**config.mk**
```make
export PLATFORM = sky130hd
export DESIGN_NAME = mult_div_unit
export DESIGN_NICKNAME = d
export VERILOG_FILES = /design/src/rtl/mult_div_unit.sv
export SDC_FILE = /design/constraint.sdc
export NUM_CORES = 1
export LEC_CHECK = 0
export BUFFER_PORTS_ARGS = -buffer_cell sky130_fd_sc_hd__buf_2
export CAP_MARGIN = 0
export CORE_MARGIN = 2
export CORE_UTILIZATION = 63
export CTS_BUF_LIST = sky130_fd_sc_hd__clkbuf_8
export DETAILED_ROUTE_END_ITERATION = 7
export MAX_ROUTING_LAYER = met4
export PLACE_DENSITY = 0.94
export RECOVER_POWER = 50
export SYNTH_ARGS = -nofsm -noshare
export SYNTH_HDL_FRONTEND = slang
export SYNTH_SLANG_ARGS = --single-unit
```
**constraint.sdc**
```tcl
create_clock -name clk_i -period 4.48 [get_ports clk_i]
set_input_delay 0.448 -clock clk_i [delete_from_list [all_inputs] [get_ports clk_i]]
set_output_delay 0.448 -clock clk_i [all_outputs]
set_load 0.005 [all_outputs]
```
**src/rtl/mult_div_unit.sv**
```systemverilog
// mult_div_unit: iterative MIPS-style MULT/MULTU/DIV/DIVU with architectural HI/LO and MTHI/MTLO.
// One multiplier/quotient bit per cycle over a shared 2*DWL-bit working accumulator.
module mult_div_unit #(
    parameter int DWL = 32
) (
    input  logic           clk_i,
    input  logic           rst_ni,
    input  logic           start_i,
    input  logic [1:0]     op_i,
    input  logic [DWL-1:0] srca_i,
    input  logic [DWL-1:0] srcb_i,
    input  logic           hiwe_i,
    input  logic           lowe_i,
    output logic           busy_o,
    output logic           done_o,
    output logic [DWL-1:0] hi_o,
    output logic [DWL-1:0] lo_o,
    output logic           divz_o
);
    localparam int CW = $clog2(DWL) + 1;
    typedef enum logic [1:0] {IDLE, RUN, FIX} state_t;
    state_t           state_q;
    logic             div_q, nq_q, nr_q, nowr_q, done_q, divz_q;
    logic [CW-1:0]    cnt_q;
    logic [DWL-1:0]   m_q, hi_q, lo_q, hi_d, lo_d, a_mag, b_mag;
    logic [2*DWL-1:0] acc_q, acc_d, prod;
    logic [DWL:0]     sum, sh, diff;
    logic             zdiv;
    always_comb begin
        a_mag = (op_i[0] && srca_i[DWL-1]) ? -srca_i : srca_i;
        b_mag = (op_i[0] && srcb_i[DWL-1]) ? -srcb_i : srcb_i;
        zdiv  = op_i[1] && (srcb_i == '0);
        sum   = {1'b0, acc_q[2*DWL-1:DWL]} + (acc_q[0] ? {1'b0, m_q} : '0);
        sh    = {acc_q[2*DWL-1:DWL], acc_q[DWL-1]};
        diff  = sh - {1'b0, m_q};
        // Divide: upper half is the partial remainder, lower half shifts in quotient bits.
        acc_d = div_q ? (diff[DWL] ? {sh[DWL-1:0], acc_q[DWL-2:0], 1'b0}
                                   : {diff[DWL-1:0], acc_q[DWL-2:0], 1'b1})
                      : {sum, acc_q[DWL-1:1]};
        prod  = nq_q ? -acc_q : acc_q;
        hi_d  = div_q ? (nr_q ? -acc_q[2*DWL-1:DWL] : acc_q[2*DWL-1:DWL]) : prod[2*DWL-1:DWL];
        lo_d  = div_q ? (nq_q ? -acc_q[DWL-1:0] : acc_q[DWL-1:0]) : prod[DWL-1:0];
    end
    always_ff @(posedge clk_i) begin
        if (!rst_ni) begin
            state_q <= IDLE;
            div_q   <= 1'b0;
            nq_q    <= 1'b0;
            nr_q    <= 1'b0;
            nowr_q  <= 1'b0;
            done_q  <= 1'b0;
            divz_q  <= 1'b0;
            cnt_q   <= '0;
            m_q     <= '0;
            acc_q   <= '0;
            hi_q    <= '0;
            lo_q    <= '0;
        end else begin
            done_q <= 1'b0;
            case (state_q)
                IDLE: begin
                    if (start_i) begin
                        div_q   <= op_i[1];
                        nq_q    <= op_i[0] && (srca_i[DWL-1] ^ srcb_i[DWL-1]);
                        nr_q    <= op_i[0] && srca_i[DWL-1];
                        nowr_q  <= zdiv;
                        divz_q  <= zdiv;
                        cnt_q   <= '0;
                        m_q     <= op_i[1] ? b_mag : a_mag;
                        acc_q   <= {{DWL{1'b0}}, op_i[1] ? a_mag : b_mag};
                        state_q <= zdiv ? FIX : RUN;
                    end else begin
                        if (hiwe_i) hi_q <= srca_i;
                        if (lowe_i) lo_q <= srca_i;
                    end
                end
                RUN: begin
                    acc_q <= acc_d;
                    cnt_q <= cnt_q + 1'b1;
                    if (cnt_q == CW'(DWL - 1)) state_q <= FIX;
                end
                FIX: begin
                    if (!nowr_q) begin
                        hi_q <= hi_d;
                        lo_q <= lo_d;
                    end
                    done_q  <= 1'b1;
                    state_q <= IDLE;
                end
                default: state_q <= IDLE;
            endcase
        end
    end
    assign busy_o = (state_q != IDLE);
    assign done_o = done_q;
    assign hi_o   = hi_q;
    assign lo_o   = lo_q;
    assign divz_o = divz_q;
endmodule

```
==> flow_summary.toml, run 1 <==
[setup_path]
crit_type = "flop to flop"
critPathArrivalTime_ns = 4.27
crit_fanout = 19
cp_cell_sequence = "inv_1 > buf_4 > nor2_1 > ha_1 > a21o_1 > a221oi_1 > or2_2 > nand2_1 > o41ai_1 > o21ai_0 > a21oi_1 > a2111oi_0"
required_ns = 4.83
r2r_cells = 12
slowest_delay_ns = 0.72
start_kind = "flop"
slowest_stage = "o41ai_1"
worstReg2RegStart = "acc_q[0]$_SDFFE_PN0P_"
reg2reg_to = "acc_q[63]$_SDFFE_PN0P_"
setup.worst_path.end_class = "flop"
cp_top_family = "compound AO/OA/AOI/OAI gates"
reg2reg_slack_ns = 0.56
critPathBufInv = 2

[logic_synthesis]
postSynthAreaPerCell_sq_um = 7.17
netlist_instances = 2048
ys_ff_latch = 173
synth_top_area_share_pct = 23.6
syn_area_sq_um = 14700
syn-num-nets = 2190
synthDistinctLibCells = 71
synth-edff-count = 0
synthArstFlopShare_pct = 0
yosys_warnings = 0
synth_area_leader_cell = "dfxtp_1"
yosys-top-cells-count = "nor2_1, nand2_1, a21oi_1, dfxtp_1, o21ai_0"
synth_flop_cell = "dfxtp_1"
yosysMostFrequentCell = "nor2_1"
synth-seq-area-share_pct = 23.6
synth_area_leaders = "dfxtp_1, a21oi_1, nor2_1"

[power]
leakage_nw = 6.45
ir_worst_vdd_mv = 0.200
finalPower_w = 0.00466
power.density_nw_per_um2 = 294

[timing]
relSlewSlack_pct = -24.8
fin_crit_ns = 3.92
rsz0062_at_grt = "false"
drv_slew = 85
finalSetupViolCount = 0
tns_ns = 0
fmax_mhz = 255
finalHoldViolCount = 0
layout_worst_path_cycle_share_pct = 87.4
worstMarginPinSlew_ns = 1.87
fin_skew_ns = 0.0218

[min_path]
whs_path_depth = 3
hp-class = "primary input to flop"
hp-start = "start_i"
min_to = "state_q[1]$_SDFFE_PN0P_"

[clock_tree]
htree_levels = 4
clkLatencyLatePin_ns = 0.50
root_buffer = "clkbuf_8"
cts_buffers = 17
cts_tree = "yes"
clock_path_buffers = 2
cts.sinks = 173
clk_pin_slew_ns = 0.12
cts_resized = 0
cts_setup_buffers = 0
cts_hold_buffers = 0

[cells_and_area]
area_growth_pct = 7.82
nNetsFinal = 2238
antenna_cells = 0
drive_gt1_share_pct = 8.53

[grt]
grt_max_degree = 58
grt_use_total_pct = 44.1
antenna_found_initial = 0
grt_pass1_vias = 14900
grt_pass1_wl_microns = 82000
overflow = 0

[routing]
vias = 16800
wl_microns = 54000
viasPerCell = 6.93
detail-route-antenna-nets = 0
detail_route.first_pass.iterations = 6
routedWlPerCell_microns = 22.3
drt-initial-drc-count = 2714
post-route-drc-count = 0

[outcome]
outcome = "complete, but fails checks"
violations = "capacitance limit, slew limit"

[placed_design]
gp_congestion = 1.05
hpwl_microns = 40600
port_buffers = 137

[floorplan]
die_h_microns = 157
die_w_microns = 157
io_pins = 138
rows = 55
initial_core_util_pct = 64.5
core_sq_um = 22800
die_area_sq_um = 24600

[job]
maxCapViolations = 2
-- per-stage QoR --
| stage | worst slack [ns] | instance area (sq um) | util [%] | hold WS (ns) | cells |
|---|---|---|---|---|---|
| 6_report | 0.563 | 15800 | 69.5 | 0.281 | 2422 |
| 5_1_grt | 0.333 | 15800 | 69.5 | 0.319 | 2422 |
| 4_1_cts | 0.639 | 15900 | 69.9 | 0.288 | 2422 |
| 3_5_place_dp | 0.659 | 15500 | 68.1 | 0.442 | 2390 |
| 3_3_place_gp | 0.815 | 15500 | 68.1 | 0.428 | 2390 |
| 2_1_floorplan | 1.38 | 14700 | - | 0.432 | 2048 |
-- cell usage in the layout, fill, tap and decap left out, types with 15 or more instances in the layout --
cell	netlist	routed
nor2_1	246	245
nand2_1	219	219
a21oi_1	207	207
dfxtp_1	173	172
o21ai_0	146	146
xnor2_1	89	89
buf_2	4	89
xor2_1	78	78
ha_1	69	69
a211oi_1	67	67
inv_1	59	58
mux2i_1	51	51
clkbuf_1	117	51
o211ai_1	44	44
nor3_1	37	37
nand3_1	35	35
a21o_1	34	34
a31oi_1	32	32
buf_4	0	32
or3_1	27	27
nor4_1	22	22
nor2b_1	23	21
o21a_1	18	18
nand2b_1	18	18
clkbuf_8	0	18
o31ai_1	16	16
o41ai_1	15	15
-- metal layers --
layer / part of all wire (%) / up-vias / track usage, %
li1: - / 7515 / -
met1: 38 / 7676 / 57.5
met2: 40 / 1322 / 60.7
met3: 15 / 263 / 12.5
met4: 6.5 / 0 / 25.0
met5: 0 / - / -
-- cell type report --
cell class / instances / area [sq um]
Clock buffer: 18 / 248
Clock inverter: 14 / 168
Fill cell: 1977 / 6940
Inverter: 60 / 226
Multi-Input combinational cell: 1671 / 10500
Sequential cell: 173 / 3460
Tap cell: 313 / 392
Timing Repair Buffer: 173 / 881
-- power by group --
group / internal [W] / switching, W / leakage [nW] / total [W]
logic: 0.000580 / 0.00105 / 4.82 / 0.00163
clock network: 0.000490 / 0.000728 / 0.214 / 0.00122
registers: 0.00166 / 0.000159 / 1.42 / 0.00182
-- registers in the layout, indices dropped and copies added (netlist names) --
signal	count
acc_q	64
div_q	1
divz_o	1
m_q	32
nq_q	1
nr_q	1
done_o	1
hi_o	32
state_q	2
lo_o	32
cnt_q	6
-- worst register-to-register path, stage by stage, from the launching register on --
cell and delay [ns]:
dfxtp_1 0.37, inv_1 0.50, buf_4 0.38, nor2_1 0.09, ha_1 0.38, a21o_1 0.19
a221oi_1 0.36, or2_2 0.19, nand2_1 0.09, o41ai_1 0.72, o21ai_0 0.25, a21oi_1 0.20
a2111oi_0 0.09
-- worst max path at each step --
stage,slack [ns],depth (start not counted),from,endpoint
floorplan,1.38,12,acc_q[24]$_SDFFE_PN0P_,hi_o[29]$_SDFFE_PN0P_
global placement,0.82,12,acc_q[0]$_SDFFE_PN0P_,acc_q[63]$_SDFFE_PN0P_
detailed placement,0.66,12,acc_q[0]$_SDFFE_PN0P_,acc_q[63]$_SDFFE_PN0P_
CTS,0.64,13,acc_q[31]$_SDFFE_PN0P_,acc_q[63]$_SDFFE_PN0P_
global route,0.33,13,acc_q[31]$_SDFFE_PN0P_,acc_q[63]$_SDFFE_PN0P_
finish,0.56,12,acc_q[0]$_SDFFE_PN0P_,acc_q[63]$_SDFFE_PN0P_
-- cell families (layout without fill, tap and decap cells) --
group | count (synthesis) | after routing | share of synthesized area (%)
XOR/XNOR | 167 | 167 | 9.95
flip-flops | 173 | 173 | 23.6
AO/OA/AOI/OAI | 683 | 683 | 29.8
multiplexers | 57 | 57 | 3.93
AND/OR/NAND/NOR | 693 | 693 | 21.3
adder cells (fa/ha/maj) | 71 | 71 | 6.15
buffers and inverters | 204 | 265 | 5.31
(Power assumes the default switching activity.)
==> inputs of run 2 (changes only) <==
==> config.mk (replaced) <==
export PLATFORM = sky130hd
export DESIGN_NAME = mult_div_unit
export DESIGN_NICKNAME = d
export VERILOG_FILES = /design/src/rtl/mult_div_unit.sv
export SDC_FILE = /design/constraint.sdc
export NUM_CORES = 1
export LEC_CHECK = 0
export CAP_MARGIN = 0
export CORE_MARGIN = 2
export CORE_UTILIZATION = 40
export CTS_BUF_LIST = sky130_fd_sc_hd__clkbuf_8
export DETAILED_ROUTE_END_ITERATION = 7
export DONT_BUFFER_PORTS = 1
export MAX_ROUTING_LAYER = met4
export PLACE_DENSITY = 0.64
export RECOVER_POWER = 50
export SYNTH_ARGS = -nofsm -noshare
export SYNTH_HDL_FRONTEND = slang
export SYNTH_SLANG_ARGS = --single-unit
==> flow_summary.toml, run 2 (synthesis results as in run 1) <==
[grt]
grt_use_total_pct = 29.2
grt_pass1_wl_microns = 83800
grt_max_degree = 86
overflow = 0
grt_pass1_vias = 13900
antenna_found_initial = 0

[outcome]
outcome = "complete, but fails checks"
violations = "capacitance limit, slew limit"

[timing]
worstMarginPinSlew_ns = 3.39
finalHoldViolCount = 0
fin_skew_ns = 0.0301
layout_worst_path_cycle_share_pct = 88.7
tns_ns = 0
rsz0062_at_grt = "false"
fin_crit_ns = 3.97
finalSetupViolCount = 0
drv_slew = 184
fmax_mhz = 252
setup_slack_ns = 0.506
relSlewSlack_pct = -126

[clock_tree]
cts.sinks = 173
cts_resized = 0
cts_hold_buffers = 0
cts_buffers = 17
cts_tree = "yes"
htree_levels = 4
clk_pin_slew_ns = 0.12
root_buffer = "clkbuf_8"
cts_setup_buffers = 0
clkLatencyLatePin_ns = 0.50
clock_path_buffers = 2

[setup_path]
crit_start = "state_q[1]$_SDFFE_PN0P_"
crit_type = "flop to flop"
cp_cell_sequence = "nand2b_1 > nand2_1 > nor2_1 > a222oi_1 > o21ai_0"
required_ns = 4.91
slowest_stage = "nor2_1"
slowest_delay_ns = 2.07
reg2reg_to = "acc_q[55]$_SDFFE_PN0P_"
crit_fanout = 32
worstReg2RegStart = "state_q[1]$_SDFFE_PN0P_"
start_kind = "flop"
setup.worst_path.end_class = "flop"
cp.depth = 5
r2r_cells = 5
cp_top_family = "simple AND/OR/NAND/NOR gates"
critPathBufInv = 0
cp-endpoint = "acc_q[55]$_SDFFE_PN0P_"
critPathArrivalTime_ns = 4.40
reg2reg_slack_ns = 0.51

[routing]
detail_route.first_pass.iterations = 6
wl_microns = 55700
vias = 15400
post-route-drc-count = 0
drt-initial-drc-count = 1790
detail-route-antenna-nets = 0
viasPerCell = 6.33
routedWlPerCell_microns = 22.9

[floorplan]
io_pins = 138
die_h_microns = 196
die_area_sq_um = 38300
initial_core_util_pct = 40.4
core_sq_um = 36300
die_w_microns = 196
rows = 70

[placed_design]
gp_congestion = 0.926
hpwl_microns = 43000
port_buffers = 0
pre_cts_ws_ns = 0.803

[power]
leakage_nw = 5.97
finalPower_w = 0.00449
power.density_nw_per_um2 = 293
ir_worst_vdd_mv = 0.173

[cells_and_area]
drive_gt1_share_pct = 4.27
nNetsFinal = 2094
mostFrequentLayoutCells = "nor2_1, nand2_1, a21oi_1"
antenna_cells = 0
regMostFlops = "acc_q"
area_growth_pct = 4.48
fillers = 3761
largest_reg_flops = 64
finish.utilization_pct = 42.2
final_common_cell = "nor2_1"

[min_path]
hp-class = "primary input to flop"

[job]
maxCapViolations = 4
run 2: changes by cell type in the layout (fill, tap and decap cells not counted), moves of 3 or more:
| cell | before | now |
|---|---|---|
| buf_2 | 89 | 0 |
| buf_4 | 32 | 27 |
| clkbuf_1 | 51 | 2 |
| clkinv_4 | 1 | 4 |
| inv_6 | 4 | 1 |
run 2: area by class of cell:
type                       instances  area [sq um]  area share, %
clock buffer                      17           234           1.52
clock inverter                    15           170           1.11
inverter                          60           226           1.48
multi-input combinational       1671         10500           68.1
sequential                       173          3460           22.6
tap                              468           586           3.81
timing repair buffer              29           210           1.37
run 2: power by group:
part | internal, W | switching (W) | leakage, nW
Combinational | 0.000536 | 0.000949 | 4.35
Sequential | 0.00166 | 0.000167 | 1.42
Clock | 0.000427 | 0.000756 | 0.205
run 2: per-stage QoR:
stage          instance area, sq um  hold WS (ns)  std cells
2_1_floorplan                 14700         0.432       2048
3_3_place_gp                  15000         0.442       2401
3_5_place_dp                  15000         0.446       2401
4_1_cts                       15400        0.0736       2433
5_1_grt                       15400        0.0758       2433
6_report                      15400        0.0910       2433
run 2: worst min path at each step:
stage / startpoint / depth (start not counted) / end
2_1_floorplan: m_q[7]$_SDFFE_PN0P_ / 2 / m_q[7]$_SDFFE_PN0P_
3_3_place_gp: m_q[17]$_SDFFE_PN0P_ / 2 / m_q[17]$_SDFFE_PN0P_
3_5_place_dp: m_q[18]$_SDFFE_PN0P_ / 2 / m_q[18]$_SDFFE_PN0P_
4_1_cts: rst_ni / 2 / acc_q[18]$_SDFFE_PN0P_
5_1_grt: rst_ni / 2 / hi_o[15]$_SDFFE_PN0P_
6_report: rst_ni / 2 / lo_o[18]$_SDFFE_PN0P_
run 2: routing by layer:
metal | vias up | wire, microns | global-route usage, %
met4 | 0 | 2460 | 12.5
met1 | 7257 | 24200 | 40.0
met3 | 124 | 6040 | 6.79
met5 | - | 0 | -
li1 | 7242 | - | -
met2 | 766 | 23000 | 40.9
